`config.mk`:
```
export PLATFORM = sky130hd
export DESIGN_NAME = sequence_display
export DESIGN_NICKNAME = d
export VERILOG_FILES = /design/src/rtl/game_pkg.sv /design/src/rtl/seg7_encoder.sv /design/src/rtl/sequence_display.sv
export SDC_FILE = /design/constraint.sdc
export NUM_CORES = 1
export LEC_CHECK = 0
export CAP_MARGIN = 0
export CELL_PAD_IN_SITES_DETAIL_PLACEMENT = 0
export CELL_PAD_IN_SITES_GLOBAL_PLACEMENT = 2
export CORE_UTILIZATION = 38
export CTS_CLUSTER_SIZE = 30
export DETAILED_ROUTE_END_ITERATION = 16
export PLACE_DENSITY = 0.9
export REMOVE_ABC_BUFFERS = 1
export SLEW_MARGIN = 25
export SYNTH_ARGS = -nofsm -noshare
export SYNTH_HDL_FRONTEND = slang
export SYNTH_HIERARCHICAL = 1
export SYNTH_SLANG_ARGS = --single-unit
```
`constraint.sdc`:
```
create_clock -name masterClk -period 3.68 [get_ports masterClk]
set_input_delay 0.736 -clock masterClk [delete_from_list [all_inputs] [get_ports masterClk]]
set_output_delay 0.736 -clock masterClk [all_outputs]
set_load 0.01 [all_outputs]
```
`src/rtl/game_pkg.sv`:
```
// Shared game constants: FSM state codes, digit count, segment patterns and the
// empty-digit code also used by keypad capture.
package game_pkg;

  localparam logic [1:0] StIdle   = 2'd0;
  localparam logic [1:0] StShow   = 2'd1;
  localparam logic [1:0] StGap    = 2'd2;
  localparam logic [1:0] StFinish = 2'd3;

  localparam int unsigned NUM_DIGITS = 4;

  localparam logic [6:0] SEG_BLANK   = 7'b1111111;
  localparam logic [6:0] SEG_DASH    = 7'b0111111;
  localparam logic [3:0] EMPTY_DIGIT = 4'hF;

  function automatic int unsigned max3(input int unsigned a, input int unsigned b,
                                       input int unsigned c);
    int unsigned m;
    m = (a > b) ? a : b;
    return (m > c) ? m : c;
  endfunction

endpackage

```
`src/rtl/seg7_encoder.sv`:
```
// Nibble to active-low {g,f,e,d,c,b,a} segment map; 10-14 render as a dash and
// EMPTY_DIGIT renders blank.
module seg7_encoder
  import game_pkg::*;
(
  input  logic [3:0] digit_i,
  output logic [6:0] seg_o
);

  always_comb begin
    seg_o = SEG_DASH;
    case (digit_i)
      4'd0:        seg_o = 7'b1000000;
      4'd1:        seg_o = 7'b1111001;
      4'd2:        seg_o = 7'b0100100;
      4'd3:        seg_o = 7'b0110000;
      4'd4:        seg_o = 7'b0011001;
      4'd5:        seg_o = 7'b0010010;
      4'd6:        seg_o = 7'b0000010;
      4'd7:        seg_o = 7'b1111000;
      4'd8:        seg_o = 7'b0000000;
      4'd9:        seg_o = 7'b0010000;
      EMPTY_DIGIT: seg_o = SEG_BLANK;
      default:     seg_o = SEG_DASH;
    endcase
  end

endmodule

```
`src/rtl/sequence_display.sv`:
```
// Plays a latched 4-digit pattern on the seven-segment display, one digit per slot.
// Define SEQ_DISPLAY_HISTORY_EN to keep earlier digits lit via anode multiplexing.
module sequence_display
  import game_pkg::*;
#(
  parameter int unsigned SHOW_TICKS    = 50000000,
  parameter int unsigned GAP_TICKS     = 12500000,
  parameter int unsigned REFRESH_TICKS = 100000
) (
  input  logic        masterClk,
  input  logic        rst,
  input  logic        start_i,
  input  logic [15:0] pattern_i,
  output logic        busy_o,
  output logic        done_o,
  output logic [6:0]  seg_o,
  output logic [3:0]  an_o
);

  localparam int unsigned CntW = $clog2(max3(SHOW_TICKS, GAP_TICKS, REFRESH_TICKS)) + 1;
  localparam logic [CntW-1:0] ShowLast = CntW'(SHOW_TICKS - 1);
  localparam logic [CntW-1:0] GapLast  = CntW'(GAP_TICKS - 1);
  localparam logic [1:0]      LastIdx  = 2'(NUM_DIGITS - 1);

  logic [1:0]      state_q, state_d;
  logic [1:0]      idx_q, idx_d;
  logic [CntW-1:0] cnt_q, cnt_d;
  logic [15:0]     pat_q, pat_d;
  logic            busy_d, done_d;
  logic [6:0]      seg_d, seg_enc;
  logic [3:0]      an_d, nib;
  logic [1:0]      sel_d;

  always_comb begin
    state_d = state_q;
    idx_d   = idx_q;
    cnt_d   = cnt_q;
    pat_d   = pat_q;
    case (state_q)
      StIdle: begin
        if (start_i) begin
          state_d = StShow;
          idx_d   = 2'd0;
          cnt_d   = '0;
          pat_d   = pattern_i;
        end
      end
      StShow: begin
        if (cnt_q == ShowLast) begin
          state_d = StGap;
          cnt_d   = '0;
        end else begin
          cnt_d = cnt_q + CntW'(1);
        end
      end
      StGap: begin
        if (cnt_q == GapLast) begin
          cnt_d = '0;
          if (idx_q == LastIdx) begin
            state_d = StFinish;
          end else begin
            state_d = StShow;
            idx_d   = idx_q + 2'd1;
          end
        end else begin
          cnt_d = cnt_q + CntW'(1);
        end
      end
      default: begin
        state_d = StIdle;
        cnt_d   = '0;
      end
    endcase
  end

  always_comb begin
    nib = pat_d[15:12];
    case (sel_d)
      2'd0:    nib = pat_d[15:12];
      2'd1:    nib = pat_d[11:8];
      2'd2:    nib = pat_d[7:4];
      default: nib = pat_d[3:0];
    endcase
  end

  seg7_encoder u_enc (
    .digit_i(nib),
    .seg_o  (seg_enc)
  );

`ifdef SEQ_DISPLAY_HISTORY_EN
  localparam logic [CntW-1:0] RefLast = CntW'(REFRESH_TICKS - 1);

  logic [CntW-1:0] ref_q, ref_d;
  logic [1:0]      slot_q, slot_d;
  logic [2:0]      nlit;

  // Slots 0..idx are lit in SHOW; the current slot drops out during GAP.
  always_comb begin
    nlit = 3'd0;
    if (state_d == StShow) begin
      nlit = {1'b0, idx_d} + 3'd1;
    end else if (state_d == StGap) begin
      nlit = {1'b0, idx_d};
    end
    ref_d  = ref_q + CntW'(1);
    slot_d = slot_q;
    if (ref_q == RefLast) begin
      ref_d  = '0;
      slot_d = (({1'b0, slot_q} + 3'd1) >= nlit) ? 2'd0 : slot_q + 2'd1;
    end else if ({1'b0, slot_q} >= nlit) begin
      slot_d = 2'd0;
    end
    sel_d = slot_d;
  end

  always_comb begin
    seg_d = SEG_BLANK;
    an_d  = 4'b1111;
    if ({1'b0, slot_d} < nlit) begin
      seg_d = seg_enc;
      an_d  = ~(4'b1000 >> slot_d);
    end
  end

  always_ff @(posedge masterClk or posedge rst) begin
    if (rst) begin
      ref_q  <= '0;
      slot_q <= 2'd0;
    end else begin
      ref_q  <= ref_d;
      slot_q <= slot_d;
    end
  end
`else
  always_comb begin
    sel_d = idx_d;
    seg_d = SEG_BLANK;
    an_d  = 4'b1111;
    if (state_d == StShow) begin
      seg_d = seg_enc;
      an_d  = ~(4'b1000 >> idx_d);
    end
  end
`endif

  // Outputs are registered from next-state so they line up with the state they describe.
  assign busy_d = (state_d == StShow) || (state_d == StGap);
  assign done_d = (state_d == StFinish);

  always_ff @(posedge masterClk or posedge rst) begin
    if (rst) begin
      state_q <= StIdle;
      idx_q   <= 2'd0;
      cnt_q   <= '0;
      pat_q   <= '0;
      busy_o  <= 1'b0;
      done_o  <= 1'b0;
      seg_o   <= SEG_BLANK;
      an_o    <= 4'b1111;
    end else begin
      state_q <= state_d;
      idx_q   <= idx_d;
      cnt_q   <= cnt_d;
      pat_q   <= pat_d;
      busy_o  <= busy_d;
      done_o  <= done_d;
      seg_o   <= seg_d;
      an_o    <= an_d;
    end
  end

endmodule

```
* Yosys cells after proc, flatten, opt, wreduce, memory -nomap -nowiden
Memory sizes are Yosys's and may differ from the RTL's. Cells that the tools add are included. W data, S select, Z words.
Word-level totals: input bits 19, ROM bits 112, logic and storage cells 45, bits in registers 60, memories kept 1, output and inout port bits 13
Operators by class: equality and inequality tests 11, bitwise logic cells 1, reductions and logical operators 3, mux-type cells 18, shift-type cells 1, $add $sub $neg 2
Memories:
- (no name shown) | depth 16, bits a word 7, rd ports 1, clocked after Yosys merged registers in 0, write ports 0, RTL line seg7_encoder.sv:12 | case (digit_i)
Operators with widths (number):
- $mux W27 | 3
- $pmux W27 S3 | 1
- $mux W16 | 2
- $add A27 B1 Y27 const B | 1
- $eq A27 B24 Y1 const B | 1
- $eq A27 B26 Y1 const B | 1
- $mux W2 | 7
- $pmux W4 S3 | 1
- $eq A2 B2 Y1 const B | 5
- $mux W7 | 1
- $eq A2 B1 Y1 const B | 3
- $pmux W2 S3 | 1
- $logic_not A2 Y1 | 2
- $mux W4 | 1
- $not A4 Y4 | 1
- $pmux W2 S2 | 1
- $shr A4 B2 Y4 const A | 1
- $add A2 B1 Y2 const B | 1
- $ne A2 B2 Y1 const B | 1
- $logic_or A1 B1 Y1 | 1

* Depth between registers and ports, before layout
Gate-level depths: netlist of run 1. An unclocked memory read counts as a cell.
depth after elaboration 8, gate-level depth with buffers 13, gate-level depth less buffers 12

* By module
Netlist of run 1, hierarchy kept.
Modules (own cells, without submodules):
- sequence_display | cells each 274, seq. area each 1515.2 sq um, area an instance 3026.7 sq um, instances 1
- seg7_encoder | cells each 30, seq. area each 0.0 sq um, area an instance 251.5 sq um, instances 1

* Worst setup path after synthesis of run 1
Ideal clock, no wire load.
path kind reg2reg, start point register cnt_q[7], end point register seg_o[4], setup time 0.064 ns, path buffers 0, setup slack 0.475 ns, arrival 3.141 ns, data required time 3.616 ns, stages on the path, launching flop included 12, clock period less this slack 3.205 ns, cells stage by stage dfrtp_1 -> nor4_4 -> nand4b_2 -> nor4_4 -> nor2_1 -> a211oi_4 -> mux2i_1 -> inv_1 -> ha_1 -> or2b_1 -> a31oi_1 -> nand2b_1
On the way: cells in the longest elaborated chain, start to end 7, elaborated cells between the ends (all ways) 14, classes of those cells eq/ne: 5; mux: 7; reduce/logical: 1; memory: 1
Ends and longest elaborated chain:
- start, declared | RTL line sequence_display.sv:27 | logic [CntW-1:0] cnt_q, cnt_d;
- start signal, assigned | RTL line sequence_display.sv:164 | cnt_q <= cnt_d;
- $eq A27 B24 Y1 (*) | RTL line sequence_display.sv:57 | if (cnt_q == GapLast) begin
- $mux W2 (*) | RTL line sequence_display.sv:57
- $pmux W2 S2 (*) | RTL line sequence_display.sv:39 | case (state_q)
- net idx_d[0] | RTL line sequence_display.sv:26 | logic [1:0] idx_q, idx_d;
- $eq A2 B2 Y1 (tied with other cells) | RTL line sequence_display.sv:78 | case (sel_d)
- $pmux W4 S3 (*) | RTL line sequence_display.sv:78
- net nib[1] | RTL line sequence_display.sv:31 | logic [3:0] an_d, nib;
- $mem_v2 Z16 W7 (*)
- net seg_enc[4] | RTL line sequence_display.sv:30 | logic [6:0] seg_d, seg_enc;
- $mux W7 (*) | RTL line sequence_display.sv:140 | if (state_d == StShow) begin
- net seg_d[4] | RTL line sequence_display.sv:30
- end signal, assigned | RTL line sequence_display.sv:168 | seg_o <= seg_d;
- end, declared | RTL line sequence_display.sv:16 | output logic [6:0] seg_o,
The timed path passes the listed nets; every way through them passes the cells marked *. A chain may end at the register's enable or synchronous reset.

* Worst setup path in the final report of run 1
Ends and elaborated chain as after synthesis.

==> impl_metrics.tcl, run 1 <==
set metrics [dict create \
    critPathKind "reg -> reg" \
    power_density_mw_per_mm2 342.4 \
    fin_skew_ns 0.008421 \
    rrSetupSlack_ns 0.59 \
    final_common_cell "dfrtp_1" \
    final_max_slew_viol_count 0 \
    synth_top_family_by_area "simple AND/OR/NAND/NOR gates" \
    synthAdderAreaFrac_pct 4.580 \
    cap_viol_max_count 0 \
    finalCritPeriodShare_pct 83.95 \
    synth_xor_area_share_pct 4.542 \
    finalSetupViolations 0 \
    root_buffer "clkbuf_8" \
    worst_pin_slew_ns 0.6791 \
    fin_tns_setup_ns 0 \
    die_height_um 94.88 \
    finalPower_mw 1.351 \
    yosys-mux-area-fraction_pct 9.466 \
    fin_util_pct 47.55 \
    cp_max_fo 6 \
    io_buffers 31 \
    synth-warning-count 6 \
    h-tree-depth 3 \
    final_antenna_net_count 0 \
    wl_per_cell_um 14.31 \
    status "finished, final reports clean" \
    worstReg2RegEnd "seg_o[4]" \
    start_kind "flip-flop" \
    ys_async_sr_fraction_pct 100.0 \
    seq_area_frac_synth_pct 46.22 \
    syn_inst 304 \
    ctsHoldBuffers 0 \
    fmax_ghz 0.3237 \
    die_area_mm2 0.009002 \
    syn_to_final_growth_pct 20.38 \
    hold_path.class "reg -> reg" \
    worstHoldPathCells 1 \
    antenna_found_initial 0 \
    viasPerCell 5.125 \
    num_rows 33 \
    maxSlewHeadroom_pct 54.66 \
    globalRoute.totalOverflow 0 \
    synth_edf_count 0 \
    post_cts_resized 0 \
    finalCriticalPeriod_ns 3.089 \
    gp_congestion 0.8152 \
    required_ns 3.96 \
    vias 2337 \
    dominantRegCellSynth "dfrtp_1" \
    drc 0 \
    drt-initial-drc-count 105 \
    dp_hpwl_mm 4.676 \
    numClockSinks 60 \
    wl_mm 6.527 \
    antenna_cells 0 \
    synth_area_per_cell_um2 10.78 \
    clockBufferDepth 2 \
    die_width_um 94.88 \
    ys_ff_latch 60 \
    clock_latency_ns 0.33 \
    ir_worst_vdd_mv 0.2178 \
    layout_common_cells "dfrtp_1, clkdlybuf4s50_1, nor2_1" \
    ioPinCount 32 \
    hp-start "pat_q[2]" \
    cp.arrival_ns 3.37 \
    cts_made_buffers 9 \
    synthSimpleGateAreaFrac_pct 22.63 \
    post_cts_buffers 0 \
    core_mm2 0.008299 \
    synth_compound_area_share_pct 8.550 \
    clkTransAtPathRegs_ns 0.07 \
    fin_nets 377 \
    cp-end-kind "flip-flop" \
    rsz0062_at_grt "false" \
    drtPass1Iterations 4 \
    finalHoldViolations 0 \
    start_util_pct 39.50 \
    grt_pass1_vias 2344 \
    holdPathEnd "pat_q[2]" \
    rr_startpoint "cnt_q[7]" \
    p_leak_nw 1.714 \
    grt_start_max_net_pins 35 \
    rr_worst_depth 11 \
    grt_pass1_wl_mm 11.19 \
    drive_above_1_share_pct 21.08 \
    synth_cell_types 66 \
    netlist_area_mm2 0.003278 \
    grt_usage_pct 16.28 \
    cts_tree "built" \
]
==> area by class of cell <==
type,count,area (µm²)
Fill cell,754,4353
Multi-Input combinational cell,219,1632
Sequential cell,60,1515
Timing Repair Buffer,42,392.9
Tap cell,105,131.4
Clock buffer,9,123.9
Clock inverter,7,98.84
Inverter,14,52.55
==> flip-flops by register name, summed over array words and instances (netlist names) <==
register	flops
an_o	4
busy_o	1
cnt_q	27
done_o	1
idx_q	2
pat_q	16
seg_o	7
state_q	2
==> worst max-delay path, cell delays in order, from the launching register on <==
cell      delay, ns
dfrtp_1        0.46
nor4_4         0.31
nand4b_2       0.21
nor4_4         0.34
nor2_1         0.10
a211oi_4       0.33
mux2i_1        0.45
inv_1          0.15
ha_1           0.23
or2b_1         0.21
a31oi_1        0.13
nand2b_1       0.11
==> Yosys cell counts, types with 2 or more instances <==
| cell type | instances | share of area (%) |
|---|---|---|
| a21o_1 | 2 | 0.46 |
| xor2_1 | 10 | 2.7 |
| inv_1 | 14 | 1.6 |
| a21oi_1 | 7 | 1.1 |
| a22oi_1 | 3 | 0.69 |
| a2bb2oi_1 | 2 | 0.53 |
| nor3_1 | 5 | 0.76 |
| o21a_1 | 2 | 0.46 |
| mux2_2 | 16 | 5.5 |
| o21ai_0 | 8 | 1.2 |
| buf_6 | 2 | 0.69 |
| clkbuf_1 | 5 | 0.57 |
| nor4_4 | 2 | 1.3 |
| and4_1 | 2 | 0.53 |
| ha_1 | 12 | 4.6 |
| nand2_1 | 26 | 3.0 |
| nor2_1 | 29 | 3.3 |
| nand2b_1 | 11 | 2.1 |
| xnor2_1 | 7 | 1.9 |
| nand3_1 | 12 | 1.8 |
| or4_1 | 3 | 0.69 |
| dfrtp_1 | 49 | 37 |
| and3_1 | 2 | 0.38 |
| dfstp_2 | 11 | 8.8 |
| mux2i_1 | 13 | 4.0 |
| nand3b_1 | 2 | 0.46 |
| nand4_1 | 6 | 1.1 |
| nor2b_1 | 3 | 0.57 |
==> cell families after synthesis <==
kind of cell    Yosys count
buf+inv                  25
flops                    60
compound gates           38
fa+ha+maj                12
mux                      29
simple gates            123
xor+xnor                 17
==> how the worst max path moves through the flow <==
stage / from / slack [ns] / end
after global routing: cnt_q[5] / 0.33 / seg_o[4]
after CTS: cnt_q[7] / 0.58 / seg_o[4]
after detailed placement: start_i / 0.48 / seg_o[4]
after floorplan: start_i / 0.07 / seg_o[4]
final: cnt_q[7] / 0.59 / seg_o[4]
after global placement: start_i / 0.52 / seg_o[5]
==> stage by stage <==
step / worst slack [ns] / area, µm² / hold slack, ns / cells
final: 0.5906 / 3946 / 0.4937 / 456
after global routing: 0.3320 / 3946 / 0.5062 / 456
after CTS: 0.5809 / 3946 / 0.4986 / 456
after detailed placement: 0.4786 / 3724 / 0.4820 / 440
after global placement: 0.5227 / 3724 / 0.4783 / 440
after floorplan: 0.06789 / 3199 / 0.4703 / 293
==> layer usage <==
metal | up-vias | global-route usage (%) | share of wire (%)
met2 | 40 | 26.74 | 48
met5 | - | 0 | 0
met1 | 1149 | 20.65 | 47
met4 | 0 | 4.293 | 1.1
li1 | 1141 | - | -
met3 | 7 | 5.153 | 3.6
==> report_power, final <==
| part | internal, mW | switching [mW] | total, mW |
|---|---|---|---|
| clock network | 0.384 | 0.273 | 0.657 |
| registers | 0.660 | 0 | 0.660 |
| logic | 0.0178 | 0.0167 | 0.0344 |
(Power assumes the default switching activity.)
==> inputs of run 2 (changes only) <==
--- a/config.mk
+++ b/config.mk
@@ -8,10 +8,10 @@
 export CAP_MARGIN = 0
 export CELL_PAD_IN_SITES_DETAIL_PLACEMENT = 0
 export CELL_PAD_IN_SITES_GLOBAL_PLACEMENT = 2
-export CORE_UTILIZATION = 38
+export CORE_UTILIZATION = 34
 export CTS_CLUSTER_SIZE = 30
 export DETAILED_ROUTE_END_ITERATION = 16
-export PLACE_DENSITY = 0.9
+export PLACE_DENSITY = 0.86
 export REMOVE_ABC_BUFFERS = 1
 export SLEW_MARGIN = 25
 export SYNTH_ARGS = -nofsm -noshare
==> constraint.sdc (replaced) <==
create_clock -name masterClk -period 2.7 [get_ports masterClk]
set_input_delay 0.54 -clock masterClk [delete_from_list [all_inputs] [get_ports masterClk]]
set_output_delay 0.54 -clock masterClk [all_outputs]
set_load 0.01 [all_outputs]
==> impl_metrics.tcl, run 2 (same netlist as run 1, synthesis figures left out) <==
set metrics [dict create \
    path_cells "ha_2 -> and4_4 -> nand4_1 -> nor3_2 -> a2bb2oi_1 -> buf_4 -> mux2i_2 -> mux2i_1 -> inv_1 -> ha_2 -> a22oi_2 -> nand2b_4" \
    regMostFlops "cnt_q" \
    cp.arrival_ns 3.04 \
    grt_pass1_vias 2688 \
    required_ns 2.98 \
    p_sw_uw 388.5 \
    failed_checks "setup timing" \
    clock_latency_ns 0.34 \
    fmax_ghz 0.3625 \
    clockBufferDepth 2 \
    finalCriticalPeriod_ns 2.758 \
    finalCritPeriodShare_pct 102.2 \
    placed_area_mm2 0.004124 \
    nFillCells 902 \
    viasPerCell 4.820 \
    p_clk_share_pct 47.0 \
    cp_max_fo 6 \
    reg_top3 "cnt_q (27), pat_q (16), seg_o (7)" \
    cts_tree "built" \
    setup_ws_ns -0.05838 \
    final_antenna_net_count 0 \
    layout_common_cells "buf_4, dfrtp_1, clkdlybuf4s50_1" \
    largest_register_ff_count 27 \
    gp_congestion 0.8563 \
    cts_made_buffers 9 \
    dp_slack_ns -0.3632 \
    p_leak_nw 2.029 \
    drtPass1Iterations 4 \
    io_buffers 31 \
    cp_slowest_cell "dfrtp_1" \
    drive_above_1_share_pct 37.87 \
    die_height_um 100.2 \
    power_density_mw_per_mm2 390.8 \
    die_area_mm2 0.01004 \
    final_max_slew_viol_count 0 \
    dp_hpwl_mm 5.357 \
    ir_worst_vdd_mv 0.2573 \
    grt_start_max_net_pins 61 \
    h-tree-depth 3 \
    num_rows 35 \
    ioPinCount 32 \
    fin_nets 430 \
    cp-end-kind "flip-flop" \
    die_width_um 100.2 \
    combPwrFrac_pct 2.8 \
    finalHoldViolations 0 \
    p_sw_share_pct 21.71 \
    fin_skew_ns 0.007874 \
    antenna_cells 0 \
    syn_to_final_growth_pct 39.66 \
    worst_pin_slew_ns 0.3304 \
    final_common_cell "buf_4" \
    start_util_pct 35.31 \
    core_mm2 0.009284 \
    start_kind "flip-flop" \
    drc 0 \
    drt-initial-drc-count 36 \
    grt_usage_pct 16.75 \
    globalRoute.totalOverflow 0 \
    pwr-share-seq_pct 50.3 \
    critPathKind "reg -> reg" \
    fin_area_mm2 0.004578 \
    cp_slowest_stage_delay_ns 0.42 \
    cap_viol_max_count 0 \
    clkTransAtPathRegs_ns 0.07 \
    status "finished with violations" \
    rsz0062_at_grt "true" \
    cpMostUsedCell "ha_2" \
    antenna_found_initial 0 \
    maxSlewHeadroom_pct 77.50 \
    root_buffer "clkbuf_8" \
    hold_path.class "reg -> reg" \
    finalSetupViolations 6 \
    wl_per_cell_um 14.37 \
    wl_mm 7.661 \
    multiInputGateArea_mm2 0.001818 \
    intPower_mw 1.400 \
    seq_area_mm2 0.001515 \
    grt_pass1_wl_mm 13.03 \
    vias 2569 \
    numClockSinks 60 \
]
run 2: worst paths after layout:
path                            end     start  slack (ns)  cells past startpoint
max                        seg_o[3]  cnt_q[0]       -0.06                     12
min                        pat_q[5]  pat_q[5]        0.50                      1
max reg2reg                seg_o[3]  cnt_q[0]       -0.06                     12
min reg2reg                pat_q[5]  pat_q[5]        0.50                      1
max in group asynchronous  seg_o[1]       rst        1.81                      3
min in group asynchronous  pat_q[7]       rst        0.58                      3
run 2: layout make-up:
class / instances / share of cell area, %
Multi-Input combinational cell: 219 / 39.71
Clock buffer: 12 / 3.389
Sequential cell: 60 / 33.10
Timing Repair Buffer: 95 / 18.09
Tap cell: 129 / 3.526
Inverter: 14 / 1.148
Clock inverter: 4 / 1.039
run 2: repair_timing:
item | 4_1_cts | 5_1_grt
gates cloned | 0 | 1
pin swaps | 7 | 11
setup buffers | 2 | 4
hold buffers | 0 | 0
setup endpoints to repair | 7 | 9
gates resized for setup | 18 | 25
hold endpoints to repair | 0 | 0
run 2: power groups by stage:
stage	Combinational (mW)	Clock, mW	Sequential [mW]
floorplan	0.0135	0	0.916
global placement	0.0505	0	0.916
detailed placement	0.0516	0	0.916
CTS	0.0517	0.866	0.899
global route	0.0553	0.899	0.899
finish	0.0492	0.840	0.899
run 2: per-layer routing:
metal / up-vias / wire [µm] / track usage (%)
met2: 36 / 3726 / 26.82
met3: 6 / 252 / 3.552
met5: - / 0 / 0
met1: 1269 / 3593 / 22.50
li1: 1258 / - / -
met4: 0 / 88 / 5.909
run 2: stage by stage:
stage          power, mW  cells  utilization, %  hold WS (ns)  TNS, ns
2_1_floorplan     0.9293    293               -        0.4703   -5.500
3_3_place_gp      0.9663    510           44.42        0.4794   -1.675
3_5_place_dp      0.9674    510           44.42        0.4836   -2.108
4_1_cts            1.817    528           47.61        0.5005  -0.2289
5_1_grt            1.853    533           49.31        0.5265   -1.025
6_report           1.789    533           49.31        0.4962  -0.1994
run 2: worst max-delay path: cells and delay by family, from the launching register on:
kind            cells  cell delay [ns]
simple gates        4             0.66
fa+ha+maj           2             0.54
flops               1             0.42
compound gates      2             0.37
mux                 2             0.35
buf+inv             2             0.34
